==> src/rtl/ula_seq_pkg.sv <==
// Shared definitions for the ula command sequencer: data width,
// FSM encoding and the packed command layout held in the FIFO.
package pkg_ula_seq;

  localparam int WIDTH = 16;

  // Sequencer FSM encoding
  localparam logic [1:0] ST_IDLE = 2'd0;
  localparam logic [1:0] ST_EXEC = 2'd1;
  localparam logic [1:0] ST_DONE = 2'd2;

  // Packed command: {sel, use_acc, a, b}, b in the low bits
  function automatic int cmd_w(input int w);
    return 2 * w + 2;
  endfunction

  localparam int CMD_W = cmd_w(WIDTH);

  // Bit offsets inside a packed command, given the operand width
  function automatic int off_a(input int w);
    return w;
  endfunction

  function automatic int off_acc(input int w);
    return 2 * w;
  endfunction

  function automatic int off_sel(input int w);
    return 2 * w + 1;
  endfunction

endpackage

==> src/rtl/ula_seq_cmd_fifo.sv <==
// Synchronous command FIFO. Pushes on a full FIFO and pops on an empty
// FIFO are ignored; read data is the head entry, visible combinationally.
module ula_cmd_fifo
  import pkg_ula_seq::*;
#(
  parameter int DEPTH = 4,
  parameter int W     = CMD_W
) (
  input  logic         clk,
  input  logic         rst_n,
  input  logic         push,
  input  logic [W-1:0] din,
  input  logic         pop,
  output logic [W-1:0] dout,
  output logic         full,
  output logic         empty
);

  localparam int AW = $clog2(DEPTH);

  logic [W-1:0]  mem [DEPTH];
  logic [AW-1:0] wr_ptr;
  logic [AW-1:0] rd_ptr;
  logic [AW:0]   count;
  logic          do_push;
  logic          do_pop;

  assign full    = (count == (AW+1)'(DEPTH));
  assign empty   = (count == '0);
  assign do_push = push && !full;
  assign do_pop  = pop && !empty;
  assign dout    = mem[rd_ptr];

  // Storage array; contents are don't-care until written
  always_ff @(posedge clk) begin
    if (do_push) mem[wr_ptr] <= din;
  end

  // Pointers wrap naturally since DEPTH is a power of two
  always_ff @(posedge clk or negedge rst_n) begin
    if (!rst_n) begin
      wr_ptr <= '0;
      rd_ptr <= '0;
      count  <= '0;
    end else begin
      if (do_push) wr_ptr <= wr_ptr + 1'b1;
      if (do_pop)  rd_ptr <= rd_ptr + 1'b1;
      case ({do_push, do_pop})
        2'b10:   count <= count + 1'b1;
        2'b01:   count <= count - 1'b1;
        default: count <= count;
      endcase
    end
  end

endmodule

==> src/rtl/ula_seq.sv <==
// Command sequencer around the combinational ula: buffers commands,
// feeds the ula one command at a time from registered operands, captures
// the result into an output register and an accumulator for chaining.
module ula_seq
  import pkg_ula_seq::*;
#(
  parameter int WIDTH = pkg_ula_seq::WIDTH,
  parameter int DEPTH = 4
) (
  input  logic             clk,
  input  logic             rst_n,
  input  logic             cmd_valid,
  output logic             cmd_ready,
  input  logic [WIDTH-1:0] cmd_a,
  input  logic [WIDTH-1:0] cmd_b,
  input  logic             cmd_sel,
  input  logic             cmd_use_acc,
  output logic [WIDTH-1:0] ula_a,
  output logic [WIDTH-1:0] ula_b,
  output logic             ula_sel,
  input  logic [WIDTH-1:0] ula_saida,
  output logic             res_valid,
  input  logic             res_ready,
  output logic [WIDTH-1:0] res_data,
  output logic             busy
);

  localparam int CW = cmd_w(WIDTH);

  logic [1:0]       state;
  logic [WIDTH-1:0] op_a;
  logic [WIDTH-1:0] op_b;
  logic             op_sel;
  logic [WIDTH-1:0] acc;

  logic [CW-1:0]    push_cmd;
  logic [CW-1:0]    head_cmd;
  logic             fifo_full;
  logic             fifo_empty;
  logic             pop;

  logic [WIDTH-1:0] head_a;
  logic [WIDTH-1:0] head_b;
  logic             head_acc;
  logic             head_sel;

  assign push_cmd = {cmd_sel, cmd_use_acc, cmd_a, cmd_b};
  assign head_b   = head_cmd[WIDTH-1:0];
  assign head_a   = head_cmd[off_a(WIDTH) +: WIDTH];
  assign head_acc = head_cmd[off_acc(WIDTH)];
  assign head_sel = head_cmd[off_sel(WIDTH)];

  // Pop in IDLE, or back-to-back on the result handshake in DONE
  assign pop = !fifo_empty &&
               ((state == ST_IDLE) || ((state == ST_DONE) && res_ready));

  assign cmd_ready = !fifo_full;
  assign busy      = (state != ST_IDLE) || !fifo_empty;
  assign ula_a     = op_a;
  assign ula_b     = op_b;
  assign ula_sel   = op_sel;

  ula_cmd_fifo #(
    .DEPTH (DEPTH),
    .W     (CW)
  ) u_fifo (
    .clk   (clk),
    .rst_n (rst_n),
    .push  (cmd_valid),
    .din   (push_cmd),
    .pop   (pop),
    .dout  (head_cmd),
    .full  (fifo_full),
    .empty (fifo_empty)
  );

  // Operand registers; accumulator substitution resolves at pop time
  always_ff @(posedge clk or negedge rst_n) begin
    if (!rst_n) begin
      op_a   <= '0;
      op_b   <= '0;
      op_sel <= 1'b0;
    end else if (pop) begin
      op_a   <= head_acc ? acc : head_a;
      op_b   <= head_b;
      op_sel <= head_sel;
    end
  end

  // Sequencer FSM with result capture and accumulator update
  always_ff @(posedge clk or negedge rst_n) begin
    if (!rst_n) begin
      state     <= ST_IDLE;
      res_valid <= 1'b0;
      res_data  <= '0;
      acc       <= '0;
    end else begin
      case (state)
        ST_IDLE: begin
          if (!fifo_empty) state <= ST_EXEC;
        end
        ST_EXEC: begin
          res_data  <= ula_saida;
          acc       <= ula_saida;
          res_valid <= 1'b1;
          state     <= ST_DONE;
        end
        ST_DONE: begin
          if (res_ready) begin
            res_valid <= 1'b0;
            state     <= fifo_empty ? ST_IDLE : ST_EXEC;
          end
        end
        default: state <= ST_IDLE;
      endcase
    end
  end

endmodule

==> config.mk <==
export PLATFORM = sky130hd
export DESIGN_NAME = ula_seq
export DESIGN_NICKNAME = d
export VERILOG_FILES = /design/src/rtl/ula_seq_pkg.sv /design/src/rtl/ula_seq_cmd_fifo.sv /design/src/rtl/ula_seq.sv
export SDC_FILE = /design/constraint.sdc
export NUM_CORES = 1
export LEC_CHECK = 0
export ABC_AREA = 1
export CORE_UTILIZATION = 55
export DETAILED_ROUTE_END_ITERATION = 16
export GPL_TIMING_DRIVEN = 0
export PLACE_DENSITY = 0.78
export REMOVE_ABC_BUFFERS = 1
export SETUP_SLACK_MARGIN = 0.3
export SYNTH_ARGS = -nofsm -noshare
export SYNTH_HDL_FRONTEND = slang
export SYNTH_SLANG_ARGS = --single-unit
==> constraint.sdc <==
create_clock -name clk -period 3.45 [get_ports clk]
set_clock_uncertainty 0.05 [all_clocks]
set_input_delay 0.345 -clock clk [delete_from_list [all_inputs] [get_ports clk]]
set_output_delay 0.345 -clock clk [all_outputs]
set_load 0.01 [all_outputs]
==> qor.yml, run 1 <==
diodes: 0
yosys_register_bits: 195
grt_pass1_wl_um: 25200
netSwitchingFraction_pct: 36.9
drc: 0
synth_commonest_cells: "nand2_1, edfxtp_1, nand3_1"
dp_slack_ns: 0.305
drt_first_pass_iters: 6
grt_util_all_layers_pct: 23.0
synth_area_sq_um: 7790
routabilityCongestion: 0.725
slew-limit-headroom_pct: 35.7
clockBufferDepth: 2
portBuffers: 105
die-area_sq_um: 14600
peakVddDrop_v: 0.000558
clockRootBuffer: "clkbuf_16"
status: "finished clean"
final_cells: 970
crit_family: "adder cells"
crit_path_end_kind: "register"
synthAdderAreaFrac_pct: 1.06
drv_cap: 0
internal-power_uw: 5580
critical_path_buf_inv_count: 2
synth-xor-area-share_pct: 0.450
synth_compound_area_share_pct: 4.76
synthTopCellsByArea: "edfxtp_1, dfrtp_1, nand2_1"
path_max_fanout: 37
p_leak_uw: 0.00380
synthMuxAreaShare_pct: 0
clock-sinks: 195
synth_cells: 679
io_pins: 106
grt_max_degree: 71
dpl_cell_area_sq_um: 9020
fmax_mhz: 352
cts_tree: "yes"
clk_pin_slew_ns: 0.06
die_h_um: 121
cp_slowest_cell: "dfrtp_1"
final-max-slew-violation-count: 0
crit_chain: "inv_1, nand3_1, nand2_4, inv_2, ha_1, fa_1, a21oi_1, o21ai_0, xor2_1"
ctsResizeCount: 0
final_cell_area_sq_um: 9580
antenna_left: 0
critPathLaunchType: "register"
worst_slew_pin_slew_ns: 0.964
placed_cells: 937
yosysUniqueCellTypes: 24
totalPowerFinal_uw: 8840
vias_per_cell: 5.31
fill_cells: 964
drive_gt1_share_pct: 6.71
p_comb_share_pct: 39.1
syn_area_per_cell_sq_um: 11.5
yosysMostFrequentCell: "nand2_1"
ys_async_sr_fraction_pct: 30.3
htree_levels: 4
utilization_pct: 69.3
ys_seq_area_share_pct: 71.4
fin_crit_sh_pct: 82.4
synth_top_cell_by_area: "edfxtp_1"
p_sw_uw: 3260
drt_iter0_markers: 374
reg2reg_slack_ns: 0.61
synthToLayoutAreaGrowth_pct: 23.0
critical_path_required_ns: 3.70
synth_flop_cell: "edfxtp_1"
numCtsBuffers: 17
vias: 5155
routed_wirelength_um: 15800
post_cts_buffers: 0
wire_per_inst_um: 16.3
die_width_um: 121
synth_top_family_by_area: "simple AND/OR/NAND/NOR gates"
synth_simple_gate_area_share_pct: 17.9
rows: 43
rsz0062_at_grt: "false"
core_sq_um: 13800
design.final.nets: 837
setup_ws_ns: 0.606
period_minus_slack_ns: 2.84
setup_viol: 0
synth-edff-count: 136
start_util_pct: 56.3
hold_path_class: "register to register"
holdBufCountCts: 1
antenna_found_initial: 1
crit_type: "register to register"
first_global_vias: 5123
power_density_nw_per_um2: 923
grt_overflow: 0
clock_latency_ns: 0.43
hold_viol: 0
p_clk_share_pct: 20.3
critical_path_arrival_ns: 3.09
seqPwrFrac_pct: 40.5
place_hpwl_um: 9630
synth_top_area_share_pct: 52.4
yosys_warnings: 0
slowest_delay_ns: 0.43
-- registers in the layout, summed over array words and instances, names as in the netlist --
register and count:
res_valid 1, ula_sel 1, u_fifo.count 3, acc 16, u_fifo.wr_ptr 2, u_fifo.rd_ptr 2
u_fifo.mem 136, ula_a 16, state 2, ula_b 16
-- worst paths after layout --
path | start | endpoint | depth (start not counted)
setup / recovery | u_fifo.count[0] | u_fifo.count[2] | 9
hold / removal | state[0] | state[1] | 1
setup reg to reg | u_fifo.count[0] | u_fifo.count[2] | 9
hold reg to reg | state[0] | state[1] | 1
max in group asynchronous | rst_n | acc[7] | 3
min in group asynchronous | rst_n | ula_b[0] | 2
-- final cells by class --
class	instances	area, sq um	share of cell area [%]
sequential	195	5560	58.1
multi-input combinational	418	1910	20.0
timing repair buffer	113	1210	12.7
clock buffer	17	425	4.44
tap	180	225	2.35
inverter	32	123	1.28
clock inverter	15	116	1.22
-- through the flow --
step,TNS (ns),hold slack (ns)
CTS,0,0.398
global route,0,0.430
finish,0,0.394
detailed placement,0,0.328
floorplan,0,-0.000591
global placement,-87.41,0.376
-- worst register-to-register path, cell delays in order (launching register included) --
cell and delay, ns:
dfrtp_1 0.43, inv_1 0.09, nand3_1 0.14, nand2_4 0.40, inv_2 0.44, ha_1 0.38, fa_1 0.39, a21oi_1 0.12
o21ai_0 0.11, xor2_1 0.16
-- layout by cell type, fill, tap and decap left out, types with 4 or more instances in the layout --
| cell type | Yosys | layout |
|---|---|---|
| a21oi_1 | 4 | 4 |
| clkdlybuf4s50_1 | 0 | 104 |
| edfxtp_1 | 136 | 136 |
| ha_1 | 5 | 5 |
| dfrtp_1 | 59 | 58 |
| clkinvlp_4 | 0 | 4 |
| nand3_1 | 68 | 68 |
| o21ai_0 | 53 | 53 |
| nor2_4 | 0 | 4 |
| inv_1 | 29 | 29 |
| o21ai_1 | 17 | 17 |
| nand2_1 | 200 | 200 |
| clkbuf_16 | 0 | 17 |
| clkinv_1 | 0 | 4 |
| nor2_1 | 58 | 53 |
-- power groups by stage --
stage	sequential [uW]	combinational, uW	clock (uW)
2_1_floorplan	3750	1790	0
3_3_place_gp	3700	3110	0
3_5_place_dp	3630	3450	0
4_1_cts	3590	3500	1820
5_1_grt	3660	3890	1910
6_report	3580	3460	1800
-- logic make-up after synthesis --
kind of cell | count (synthesis)
simple gates | 334
flops | 195
compound gates | 74
buf+inv | 66
fa+ha+maj | 6
xor+xnor | 4
-- layer usage --
| metal | global-route usage (%) | wire length, um |
|---|---|---|
| met4 | 8.33 | 232 |
| met5 | 0 | 0 |
| met2 | 39.1 | 7930 |
| met3 | 5.73 | 1200 |
| met1 | 28.7 | 6430 |
Power figures use the tool's default switching activity.
==> run 2, diff against run 1 <==
- CORE_UTILIZATION: 55 -> 49
- PLACE_DENSITY: 0.78 -> 0.73
- clock period: 3.45 -> 2.4 ns (I/O delays scaled with it)
==> run 2 against run 1 <==
Clock power rose by 68%. Combinational power grew 56%. Critical path depth grew 1. Largest power group is now combinational cells. Highest routed layer unchanged. Clock-buffer cell count is the same. Fmax is 42% higher. Critical path type unchanged. Via count is 1.4% higher. Cell count rose by 5.1%. Core utilization fell by 4.4 points. Total power grew 54%.
==> qor.yml, run 2 (synthesized netlist as in run 1, its figures left out) <==
fmax_mhz: 499  # +42%
routed_wirelength_um: 16800  # +6.2%
critPathCapture: "u_fifo.count[2]"
fin_crit_sh_pct: 83.5  # +1.0 points
drc: 0  # unchanged
drt_first_pass_iters: 4  # -2
rows: 45  # +4.7%
core_sq_um: 15400  # +11%
cts_tree: "yes"
grt_util_all_layers_pct: 21.8  # -1.2 points
multi_input_area_sq_um: 1960  # +2.7%
power_density_nw_per_um2: 1360  # +48%
final_common_cell: "nand2_1"
largest-register: "u_fifo.mem"
clockBufferDepth: 2  # unchanged
clk_pin_slew_ns: 0.07  # about the same
final_cells: 1019  # +5.1%
drv_cap: 0  # unchanged
slowest_delay_ns: 0.35  # -0.08 ns
place_hpwl_um: 9790  # +1.6%
period_minus_slack_ns: 2.00  # -0.841 ns
crit_path_end_kind: "register"
fill_cells: 1149  # +19%
grt_max_degree: 71  # unchanged
routabilityCongestion: 0.722  # -0.50%
hold_path_class: "input pin to async pin"
setup_viol: 0  # unchanged
cp_slowest_cell: "fa_2"
clock-sinks: 195  # unchanged
grt_overflow: 0  # unchanged
r2r_start: "state[0]"
gr-usage-met2_pct: 36.8  # -2.3 points
critical_path_arrival_ns: 2.26  # -0.83 ns
wire_per_inst_um: 16.5  # +1.1%
htree_levels: 4  # unchanged
slew-limit-headroom_pct: 61.6  # +26 points
antenna_left: 0  # unchanged
crit_chain: "inv_1, nand2_2, nand2_4, nand2_8, inv_16, ha_2, fa_2, a21oi_1, o21ai_1, xor2_1"
antenna_found_initial: 1  # unchanged
vias_per_cell: 5.13  # -3.4%
final-max-slew-violation-count: 0  # unchanged
critPathLaunchType: "register"
regArea_sq_um: 5570  # about the same
met1_usage_pct: 28.0  # -0.65 points
start_util_pct: 50.7  # -5.7 points
utilization_pct: 64.9  # -4.4 points
path_max_fanout: 35  # -5.4%
hold_viol: 0  # unchanged
largest_register_ffs: 136  # unchanged
top_usage_layer: "met2"
critical_path_required_ns: 2.66  # -1.04 ns
die_h_um: 128  # +5.8%
die-area_sq_um: 16400  # +12%
crit_type: "register to register"
clock_latency_ns: 0.43  # about the same
r2r_end: "u_fifo.count[2]"
design.final.nets: 854  # +2.0%
rsz0062_at_grt: "true"
synthToLayoutAreaGrowth_pct: 28.1
reg2reg_slack_ns: 0.40  # -0.21 ns
use_met3_pct: 5.30  # -0.43 points
worst_slew_pin_slew_ns: 0.577  # -0.387 ns
peakVddDrop_v: 0.000777  # +39%
status: "finished clean"
io_pins: 106  # unchanged
totalPowerFinal_uw: 13600  # +54%
die_width_um: 128  # +5.8%
p_leak_uw: 0.00394  # +3.8%
placed_cells: 968  # +3.3%
mostFrequentLayoutCells: "nand2_1, edfxtp_1, clkdlybuf4s50_1"
portBuffers: 105  # unchanged
crit_family: "adder cells"
drt_iter0_markers: 415  # +11%
critical_path_buf_inv_count: 2  # unchanged
first_global_vias: 5178  # +1.1%
critical_path.startpoint: "state[0]"
vias: 5229  # +1.4%
numCtsBuffers: 17  # unchanged
r2r_cells: 10  # +1
grt_pass1_wl_um: 26700  # +5.8%
path_depth: 10  # +1
drive_gt1_share_pct: 9.91  # +3.2 points
clockRootBuffer: "clkbuf_16"
-- run 2: how the worst min path moves through the flow --
stage / slack [ns] / start / to
after floorplan: -0.11 / rst_n / acc[0]
after global placement: 0.38 / state[0] / state[1]
after detailed placement: 0.22 / rst_n / ula_sel
after CTS: 0.29 / rst_n / ula_sel
after global routing: 0.33 / ula_saida[9] / acc[9]
final: 0.29 / rst_n / ula_sel
-- run 2: what timing repair did --
action,4_1_cts,5_1_grt
pin swaps,2,3
buffers inserted,4,12
endpoints found under the hold margin,19,0
cloned,1,0
resized for setup,17,8
setup endpoints to repair,105,85
hold buffers,1,0
-- run 2: area by class of cell --
| type | instances | area share (%) |
|---|---|---|
| diodes | 1 | 0.0251 |
| clock buffers | 17 | 4.26 |
| clock inverters | 15 | 2.13 |
| inverters | 32 | 1.49 |
| multi-input cells | 419 | 19.7 |
| flip-flops and latches | 195 | 55.8 |
| well taps | 211 | 2.65 |
| repair buffers | 129 | 14.0 |
-- run 2: layer usage --
layer / vias to the layer above / wire [um]
met2: 164 / 8270
met3: 15 / 1020
met1: 2529 / 7310
li1: 2521 / -
met5: - / 0
met4: 0 / 182
-- run 2: per-stage QoR --
stage	setup slack, ns	cell area, sq um	hold slack [ns]	setup TNS [ns]
2_1_floorplan	-0.323	7560	-0.106	-48.97
3_3_place_gp	-1.61	8880	0.376	-317.12
3_5_place_dp	-0.629	9070	0.221	-4.19
4_1_cts	0.285	9810	0.293	0
5_1_grt	0.256	9980	0.326	0
6_report	0.397	9980	0.291	0
-- run 2: power breakdown --
| group | switching (uW) | internal, uW |
|---|---|---|
| clock network | 1180 | 1840 |
| registers | 504 | 4650 |
| logic | 3220 | 2200 |
| total | 4900 | 8680 |
